<file path="src/rtl/multicycle_control_unit.sv">
// Multicycle RISC-V control FSM: sequences fetch/decode/execute/memory/writeback
// and decodes the datapath selects, ALU operation and gated write enables.
module multicycle_control_unit #(
  parameter int ENABLE_JAL  = 1,
  parameter int ENABLE_BGEU = 1
) (
  input  logic        clk,
  input  logic        areset,
  input  logic [31:0] instr,
  input  logic        zero,
  input  logic        status_SF,
  input  logic        status_CF,
  input  logic        mem_ready,
  output logic        PCWrite,
  output logic        IRWrite,
  output logic        RegWrite,
  output logic        memWrite,
  output logic        AdrSrc,
  output logic        illegal,
  output logic [1:0]  ResultSRC,
  output logic [1:0]  ALUSRCA,
  output logic [1:0]  ALUSRCB,
  output logic [1:0]  immSRC,
  output logic [2:0]  ALUControl,
  output logic [3:0]  state
);

  typedef enum logic [3:0] {
    FETCH    = 4'd0,
    DECODE   = 4'd1,
    MEMADR   = 4'd2,
    MEMREAD  = 4'd3,
    MEMWB    = 4'd4,
    MEMWRITE = 4'd5,
    EXECUTER = 4'd6,
    EXECUTEI = 4'd7,
    ALUWB    = 4'd8,
    JAL      = 4'd9,
    BRANCH   = 4'd10,
    TRAP     = 4'd11
  } state_t;

  localparam logic [6:0] OP_LOAD   = 7'b0000011;
  localparam logic [6:0] OP_STORE  = 7'b0100011;
  localparam logic [6:0] OP_RTYPE  = 7'b0110011;
  localparam logic [6:0] OP_ITYPE  = 7'b0010011;
  localparam logic [6:0] OP_BRANCH = 7'b1100011;
  localparam logic [6:0] OP_JAL    = 7'b1101111;

  localparam logic [2:0] ALU_ADD = 3'b000;
  localparam logic [2:0] ALU_SLL = 3'b001;
  localparam logic [2:0] ALU_SUB = 3'b010;
  localparam logic [2:0] ALU_XOR = 3'b100;
  localparam logic [2:0] ALU_SRL = 3'b101;
  localparam logic [2:0] ALU_OR  = 3'b110;
  localparam logic [2:0] ALU_AND = 3'b111;

  // raw write enables before the reset gate
  typedef struct packed {
    logic pc;
    logic ir;
    logic rf;
    logic mem;
  } we_t;

  state_t      cur, nxt;
  we_t         we;
  logic [6:0]  opcode;
  logic [2:0]  func3;
  logic        func7;
  logic        taken;
  logic [2:0]  alu_op;
  logic        unused_instr;

  assign opcode       = instr[6:0];
  assign func3        = instr[14:12];
  assign func7        = instr[30];
  assign unused_instr = ^{instr[31], instr[29:15], instr[11:7]};

  always_ff @(posedge clk or posedge areset) begin
    if (areset) cur <= FETCH;
    else        cur <= nxt;
  end

  // func7 only selects sub for register-register ops
  always_comb begin
    alu_op = ALU_ADD;
    unique case (func3)
      3'b000:  alu_op = (cur == EXECUTER && func7) ? ALU_SUB : ALU_ADD;
      3'b001:  alu_op = ALU_SLL;
      3'b100:  alu_op = ALU_XOR;
      3'b101:  alu_op = ALU_SRL;
      3'b110:  alu_op = ALU_OR;
      3'b111:  alu_op = ALU_AND;
      default: alu_op = ALU_ADD;
    endcase
  end

  always_comb begin
    taken = 1'b0;
    unique case (func3)
      3'b000:  taken = zero;
      3'b001:  taken = ~zero;
      3'b100:  taken = status_SF;
      3'b101:  taken = (ENABLE_BGEU != 0) && !status_SF;
      3'b110:  taken = (ENABLE_BGEU != 0) && status_CF;
      3'b111:  taken = (ENABLE_BGEU != 0) && !status_CF;
      default: taken = 1'b0;
    endcase
  end

  always_comb begin
    immSRC = 2'b00;
    unique case (opcode)
      OP_STORE:  immSRC = 2'b01;
      OP_BRANCH: immSRC = 2'b10;
      OP_JAL:    immSRC = 2'b11;
      default:   immSRC = 2'b00;
    endcase
  end

  always_comb begin
    nxt        = cur;
    we         = '0;
    AdrSrc     = 1'b0;
    illegal    = 1'b0;
    ResultSRC  = 2'b00;
    ALUSRCA    = 2'b00;
    ALUSRCB    = 2'b00;
    ALUControl = ALU_ADD;
    unique case (cur)
      FETCH: begin
        ALUSRCB   = 2'b10;
        ResultSRC = 2'b10;
        we.ir     = mem_ready;
        we.pc     = mem_ready;
        if (mem_ready) nxt = DECODE;
      end
      DECODE: begin
        ALUSRCA = 2'b01;
        ALUSRCB = 2'b01;
        unique case (opcode)
          OP_LOAD, OP_STORE: nxt = MEMADR;
          OP_RTYPE:          nxt = EXECUTER;
          OP_ITYPE:          nxt = EXECUTEI;
          OP_BRANCH:         nxt = BRANCH;
          OP_JAL:            nxt = (ENABLE_JAL != 0) ? JAL : TRAP;
          default:           nxt = TRAP;
        endcase
      end
      MEMADR: begin
        ALUSRCA = 2'b10;
        ALUSRCB = 2'b01;
        nxt     = opcode[5] ? MEMWRITE : MEMREAD;
      end
      MEMREAD: begin
        AdrSrc = 1'b1;
        if (mem_ready) nxt = MEMWB;
      end
      MEMWRITE: begin
        AdrSrc = 1'b1;
        we.mem = 1'b1;
        if (mem_ready) nxt = FETCH;
      end
      MEMWB: begin
        ResultSRC = 2'b01;
        we.rf     = 1'b1;
        nxt       = FETCH;
      end
      EXECUTER, EXECUTEI: begin
        ALUSRCA    = 2'b10;
        ALUSRCB    = (cur == EXECUTEI) ? 2'b01 : 2'b00;
        ALUControl = alu_op;
        nxt        = ALUWB;
      end
      ALUWB: begin
        we.rf = 1'b1;
        nxt   = FETCH;
      end
      JAL: begin
        ALUSRCA = 2'b01;
        ALUSRCB = 2'b10;
        we.pc   = 1'b1;
        nxt     = ALUWB;
      end
      BRANCH: begin
        ALUSRCA    = 2'b10;
        ALUControl = ALU_SUB;
        we.pc      = taken;
        nxt        = FETCH;
      end
      TRAP: begin
        illegal = 1'b1;
        nxt     = TRAP;
      end
      default: nxt = FETCH;
    endcase
  end

  // enables are killed combinationally so an async reset aborts any pulse at once
  assign PCWrite  = we.pc  & ~areset;
  assign IRWrite  = we.ir  & ~areset;
  assign RegWrite = we.rf  & ~areset;
  assign memWrite = we.mem & ~areset;
  assign state    = cur;

endmodule

</file>
<file path="config.mk">
export PLATFORM = sky130hd
export DESIGN_NAME = multicycle_control_unit
export DESIGN_NICKNAME = d
export VERILOG_FILES = /design/src/rtl/multicycle_control_unit.sv
export SDC_FILE = /design/constraint.sdc
export NUM_CORES = 1
export LEC_CHECK = 0
export BUFFER_PORTS_ARGS = -buffer_cell sky130_fd_sc_hd__buf_2
export CORE_UTILIZATION = 36
export DETAILED_ROUTE_END_ITERATION = 7
export GPL_TIMING_DRIVEN = 0
export PLACE_DENSITY = 0.78
export SLEW_MARGIN = 15
export SYNTH_ARGS = -nofsm -noshare
export SYNTH_HDL_FRONTEND = slang
export SYNTH_SLANG_ARGS = --single-unit
</file>
<file path="constraint.sdc">
create_clock -name clk -period 2.4 [get_ports clk]
set_clock_uncertainty 0.2 [all_clocks]
set_input_delay 0.48 -clock clk [delete_from_list [all_inputs] [get_ports clk]]
set_output_delay 0.48 -clock clk [all_outputs]
set_load 0.02 [all_outputs]
</file>
==> out/metrics.yaml, run 1 <==
hold_viol: 0
route.vias.total: 827
synthTopCellsByArea: "dfrtp_1 16%, nor2_1 9.7%, xnor2_1 5.7%, nand2_1 5.5%, and3_1 5.1%"
synth.top_cell.area_share_pct: 16.2
max_clock_freq_ghz: 0.419
wire_per_inst_um: 12.3
holdWs_ns: 0.331
cp-start-kind: "input port"
p_leak_nw: 0.459
critPathCaptureType: "output pin"
syn-mean-instance-area_sq_um: 6.63
drtIter0Drc: 21
synth_edf_count: 0
cp_cell_sequence: "buf_8 > or4b_4 > o31ai_4 > nand3b_1 > a21oi_2 > buf_4"
regArea_sq_um: 100
overflow: 0
viasPerCell: 5.51
final_util_pct: 58.3
clk_pin_slew_ns: 0.04
nets: 174
cts_buffer_depth: 2
max-cap-violations: 0
dpl.hpwl_um: 1390
cts_root_buf: "clkbuf_4"
crit_type: "in2out"
cp_top_family: "simple AND/OR/NAND/NOR gates"
power_density_nw_per_um2: 1110
hp-class: "in2reg"
post_cts_buffers: 0
start_util_pct: 39.6
cts_tree: "yes"
failed_checks: "DRC"
cp.arrival_ns: 1.70
min_period_over_period_pct: 99.4
rsz0062_at_grt: "yes"
core_area_sq_um: 1560
worstMarginPinSlew_ns: 0.314
ir_drop_mv: 0.420
antenna_found_initial: 0
slew_headroom_pct: 78.8
drtAntennaViolNets: 0
status: "finished, violations left"
largest_reg_flops: 4
drive_above_1_share_pct: 39.6
critPathBufInv: 2
ys.warnings.count: 0
grt_use_total_pct: 20.7
numClockSinks: 4
die_h_um: 43.4
instances_no_fill: 150
syn_inst: 93
fin_crit_ns: 2.38
async_flop_share_pct: 100
nFillCells: 154
insertedDiodeCount: 0
insertion_delay_ns: 0.24
first_pass_iters: 6
portBuffers: 37
synth_nets: 131
cts_buffers: 3
remaining_drc_errors: 6
dp_cells: 146
slew_violations: 0
cp_max_fo: 4
ys_seq_area_share_pct: 16.2
synth_area_sq_um: 617
cp.required_ns: 1.72
grt_pass1_wl_um: 2960
synthDistinctLibCells: 36
grt_pass1_vias: 671
h-tree-depth: 1
areaGrowthSynthToFinish_pct: 47.5
cpMaxStageDelayCell: "or4b_4"
synthTopCellsByCount: "16 x nor2_1, 9 x nand2_1, 5 x a21oi_1, 5 x and3_1, 5 x buf_2"
setup_viol: 0
pin_count: 59
multi_input_area_sq_um: 493
grt_max_degree: 11
slowest_delay_ns: 0.54
row_count: 14
power_w: 0.00101
yosys_register_bits: 4
gp_congestion: 0.827
drt-total-wl_um: 1840
ys.flop_type: "dfrtp_1"
yosysMostFrequentCell: "nor2_1"
die-area_sq_um: 1880
synth_area_leader_cell: "dfrtp_1"
die_x_um: 43.4
==> layout by cell type, fill, tap and decap left out, drive strengths merged, types with 2 or more instances in the layout <==
master	Yosys	routed
xnor2	4	4
o21ai	7	7
and3	5	5
nor2	16	16
dfrtp	4	4
xor2	3	3
a31oi	2	2
nor4	3	3
buf	7	44
a21oi	5	5
nand2b	3	3
inv	4	4
clkbuf	0	3
nand2	9	9
o31ai	2	2
nor3	3	3
==> layer usage <==
| layer | GRT usage, % | part of all wire, % | vias up |
|---|---|---|---|
| met1 | 25.9 | 42 | 371 |
| li1 | - | - | 419 |
| met5 | 0 | 0 | - |
| met3 | 3.75 | 7.1 | 0 |
| met2 | 37.3 | 51 | 37 |
| met4 | 3.75 | 0 | 0 |
==> report_power, final <==
part | total [W] | switching (W) | internal, W
sequential | 0.000121 | 0.0000243 | 0.0000962
clock | 0.0000831 | 0.0000272 | 0.0000559
combinational | 0.000809 | 0.000502 | 0.000307
total | 0.00101 | 0.000553 | 0.000459
==> worst reg2reg max path, cell delays in order, from the launching register on <==
cell and delay, ns:
dfrtp_1 0.39, buf_4 0.18, nand2b_1 0.25, o311ai_1 0.38, o22ai_1 0.16
==> cell type report <==
type | instances | share of cell area, %
multi-input combinational | 78 | 54.2
tap | 16 | 2.20
timing repair buffer | 38 | 23.8
inverter | 4 | 1.65
sequential | 4 | 11.0
clock buffer | 3 | 2.48
buffer | 7 | 4.68
==> cells by family (layout without fill, tap and decap cells) <==
logic type | count (synthesis) | after routing | share of synthesized area (%)
xor+xnor | 7 | 7 | 9.94
compound gates | 23 | 23 | 24.3
mux | 1 | 1 | 1.62
flops | 4 | 4 | 16.2
simple gates | 47 | 47 | 38.9
buf+inv | 11 | 52 | 8.92
==> per-stage QoR <==
step / setup WS [ns] / instance area (sq um) / setup TNS, ns
3_5_place_dp: -0.0515 / 836 / -0.0515
2_1_floorplan: 0.00691 / 631 / 0
5_1_grt: -0.0567 / 910 / -0.0567
3_3_place_gp: -0.0144 / 836 / -0.0144
6_report: 0.0152 / 910 / 0
4_1_cts: 0.00865 / 885 / 0
==> worst paths after layout <==
path	start	to	slack [ns]	cells past startpoint
max in group asynchronous	areset	state[1]$_DFFE_PP0P_	1.29	3
setup reg to reg	state[2]$_DFFE_PP0P_	state[2]$_DFFE_PP0P_	0.70	4
min in group asynchronous	areset	state[2]$_DFFE_PP0P_	0.53	3
hold reg to reg	state[1]$_DFFE_PP0P_	state[1]$_DFFE_PP0P_	0.57	2
setup / recovery	instr[12]	ALUControl[1]	0.02	6
hold / removal	mem_ready	state[2]$_DFFE_PP0P_	0.33	2
==> repair_timing <==
item | in CTS | in global routing
resized for setup | 5 | 8
hold buffers | 1 | 0
endpoints found under the hold margin | 4 | 0
pin swaps | 2 | 1
setup endpoints to repair | 1 | 2
Note: power is estimated with default switching activity, not from simulation.
==> run 2: changes to the inputs <==
- CORE_MARGIN: unset -> 1.5
==> run 2 against run 1 <==
The flow now finishes without violations. Sequential share of layout area about the same. Power down 0.69%. Fmax is 1.7% higher. Global-route usage down 1.8 points. Count of clock-buffer cells in the layout unchanged. Combinational power about the same. Critical path type unchanged. Largest power group unchanged.
==> out/metrics.yaml, run 2 (synthesis results as in run 1) <==
portBuffers: 37  # unchanged
setup_slack_ns: 0.0549  # +0.0397 ns
max-cap-violations: 0  # unchanged
final_cell_mix: "38 x buf_2, 16 x nor2_1, 9 x nand2_1"
hold_viol: 0  # unchanged
cts_root_buf: "clkbuf_4"
core_area_sq_um: 1560  # unchanged
nets: 175  # +0.57%
drt-total-wl_um: 1840  # about the same
gp_congestion: 0.821  # -0.68%
die-area_sq_um: 1970  # +4.7%
first_pass_iters: 6  # unchanged
dpl.hpwl_um: 1410  # +0.90%
antenna_found_initial: 0  # unchanged
grt_pass1_vias: 667  # -0.60%
critPathCaptureType: "output pin"
slew_violations: 0  # unchanged
cts_tree: "yes"
insertedDiodeCount: 0  # unchanged
route.vias.total: 827  # unchanged
swShare_pct: 54.6  # about the same
power_density_nw_per_um2: 1100  # -0.83%
drive_above_1_share_pct: 40.0  # +0.45 points
ir_drop_mv: 0.466  # +11%
fin_crit_ns: 2.35  # -0.0397 ns
cp_max_fo: 2  # -2
internal_power_w: 0.000456  # -0.68%
drtAntennaViolNets: 0  # unchanged
largest_reg_flops: 4  # unchanged
die_x_um: 44.4  # +2.3%
crit_type: "in2out"
final_util_pct: 58.4  # +0.080 points
comb_power_share_pct: 80.2  # +0.3 points
h-tree-depth: 1  # unchanged
start_util_pct: 39.6  # unchanged
dp_cells: 146  # unchanged
p_leak_nw: 0.462  # +0.63%
p_clk_share_pct: 7.9  # -0.3 points
pwr-share-seq_pct: 11.9  # about the same
numClockSinks: 4  # unchanged
cts_buffers: 3  # unchanged
insertion_delay_ns: 0.23  # about the same
viasPerCell: 5.48  # -0.66%
status: "complete, no violations"
grt_max_degree: 11  # unchanged
die_h_um: 44.4  # +2.3%
power.switching_w: 0.000549  # -0.70%
drtIter0Drc: 19  # -9.5%
min_period_over_period_pct: 97.7  # -1.7 points
cp.required_ns: 1.72  # about the same
grt_pass1_wl_um: 2830  # -4.4%
row_count: 14  # unchanged
worstMarginPinSlew_ns: 0.331  # +0.0170 ns
hp-class: "in2reg"
remaining_drc_errors: 0  # -6
slew_headroom_pct: 77.8  # -0.97 points
instances_no_fill: 151  # +0.67%
wire_per_inst_um: 12.2  # -0.72%
setup_viol: 0  # unchanged
clk_pin_slew_ns: 0.04  # about the same
pin_count: 59  # unchanged
overflow: 0  # unchanged
cp-start-kind: "input port"
final_common_cell: "buf_2"
cts_buffer_depth: 2  # unchanged
grt_use_total_pct: 18.8  # -1.8 points
place_ws_ns: -0.0482  # +0.00322 ns
power_w: 0.00101  # -0.69%
max_clock_freq_ghz: 0.426  # +1.7%
areaGrowthSynthToFinish_pct: 47.7
cp.arrival_ns: 1.67  # -0.03 ns
[run 2: cell types whose count changed in the layout (fill, tap and decap cells not counted), sizes merged]
| cell | delta |
|---|---|
| clkbuf | +1 |
[run 2: what timing repair did]
| item | 4_1_cts | 5_1_grt |
|---|---|---|
| resized for setup | 5 | 4 |
| buffers inserted | 1 | 0 |
| pin swaps | 4 | 2 |
| endpoints found under the hold margin | 4 | 0 |
| hold buffers | 1 | 0 |
| endpoints found under the setup margin | 1 | 2 |
[run 2: cell type report]
type	count	area (sq um)
fillers	146	648
multi-input cells	78	493
repair buffers	39	218
flip-flops and latches	4	100
plain buffers	7	42.5
clock buffers	3	22.5
well taps	16	20.0
inverters	4	15.0
[run 2: stage by stage]
step,TNS [ns],instance area (sq um),hold slack (ns)
floorplan,0,631,0.0548
global placement,-0.0116,836,0.212
detailed placement,-0.0482,836,0.217
CTS,-0.0308,895,0.318
global route,-0.0131,911,0.324
finish,0,911,0.322
[run 2: worst paths after layout]
path / start / endpoint / slack, ns / depth (start not counted)
worst max-delay path: instr[13] / ALUControl[1] / 0.05 / 6
worst min-delay path: mem_ready / state[2]$_DFFE_PP0P_ / 0.32 / 2
worst max register to register: state[2]$_DFFE_PP0P_ / state[2]$_DFFE_PP0P_ / 0.70 / 5
worst min register to register: state[1]$_DFFE_PP0P_ / state[1]$_DFFE_PP0P_ / 0.57 / 2
max in group asynchronous: areset / state[3]$_DFFE_PP0P_ / 1.28 / 3
min in group asynchronous: areset / state[2]$_DFFE_PP0P_ / 0.54 / 3
[run 2: per-layer routing]
metal  share of wire (%)  vias up  track usage [%]
li1                    -      419                -
met1                  43      375             23.1
met2                  51       31             34.7
met3                 4.8        2             1.63
met4                 1.0        0             5.45
met5                   0        -                0
[run 2: worst max-delay path, cell delays in order]
cell      delay, ns
buf_6          0.09
or4b_4         0.54
o31ai_4        0.18
nand3b_1       0.11
a21oi_2        0.12
buf_4          0.14
[run 2: power by group through the flow]
stage          Sequential (W)  Clock [W]  Combinational (W)
2_1_floorplan        0.000152          0           0.000547
3_3_place_gp         0.000118          0           0.000768
3_5_place_dp         0.000119          0           0.000779
4_1_cts              0.000119  0.0000816           0.000789
5_1_grt              0.000124  0.0000912           0.000884
6_report             0.000120  0.0000799           0.000806
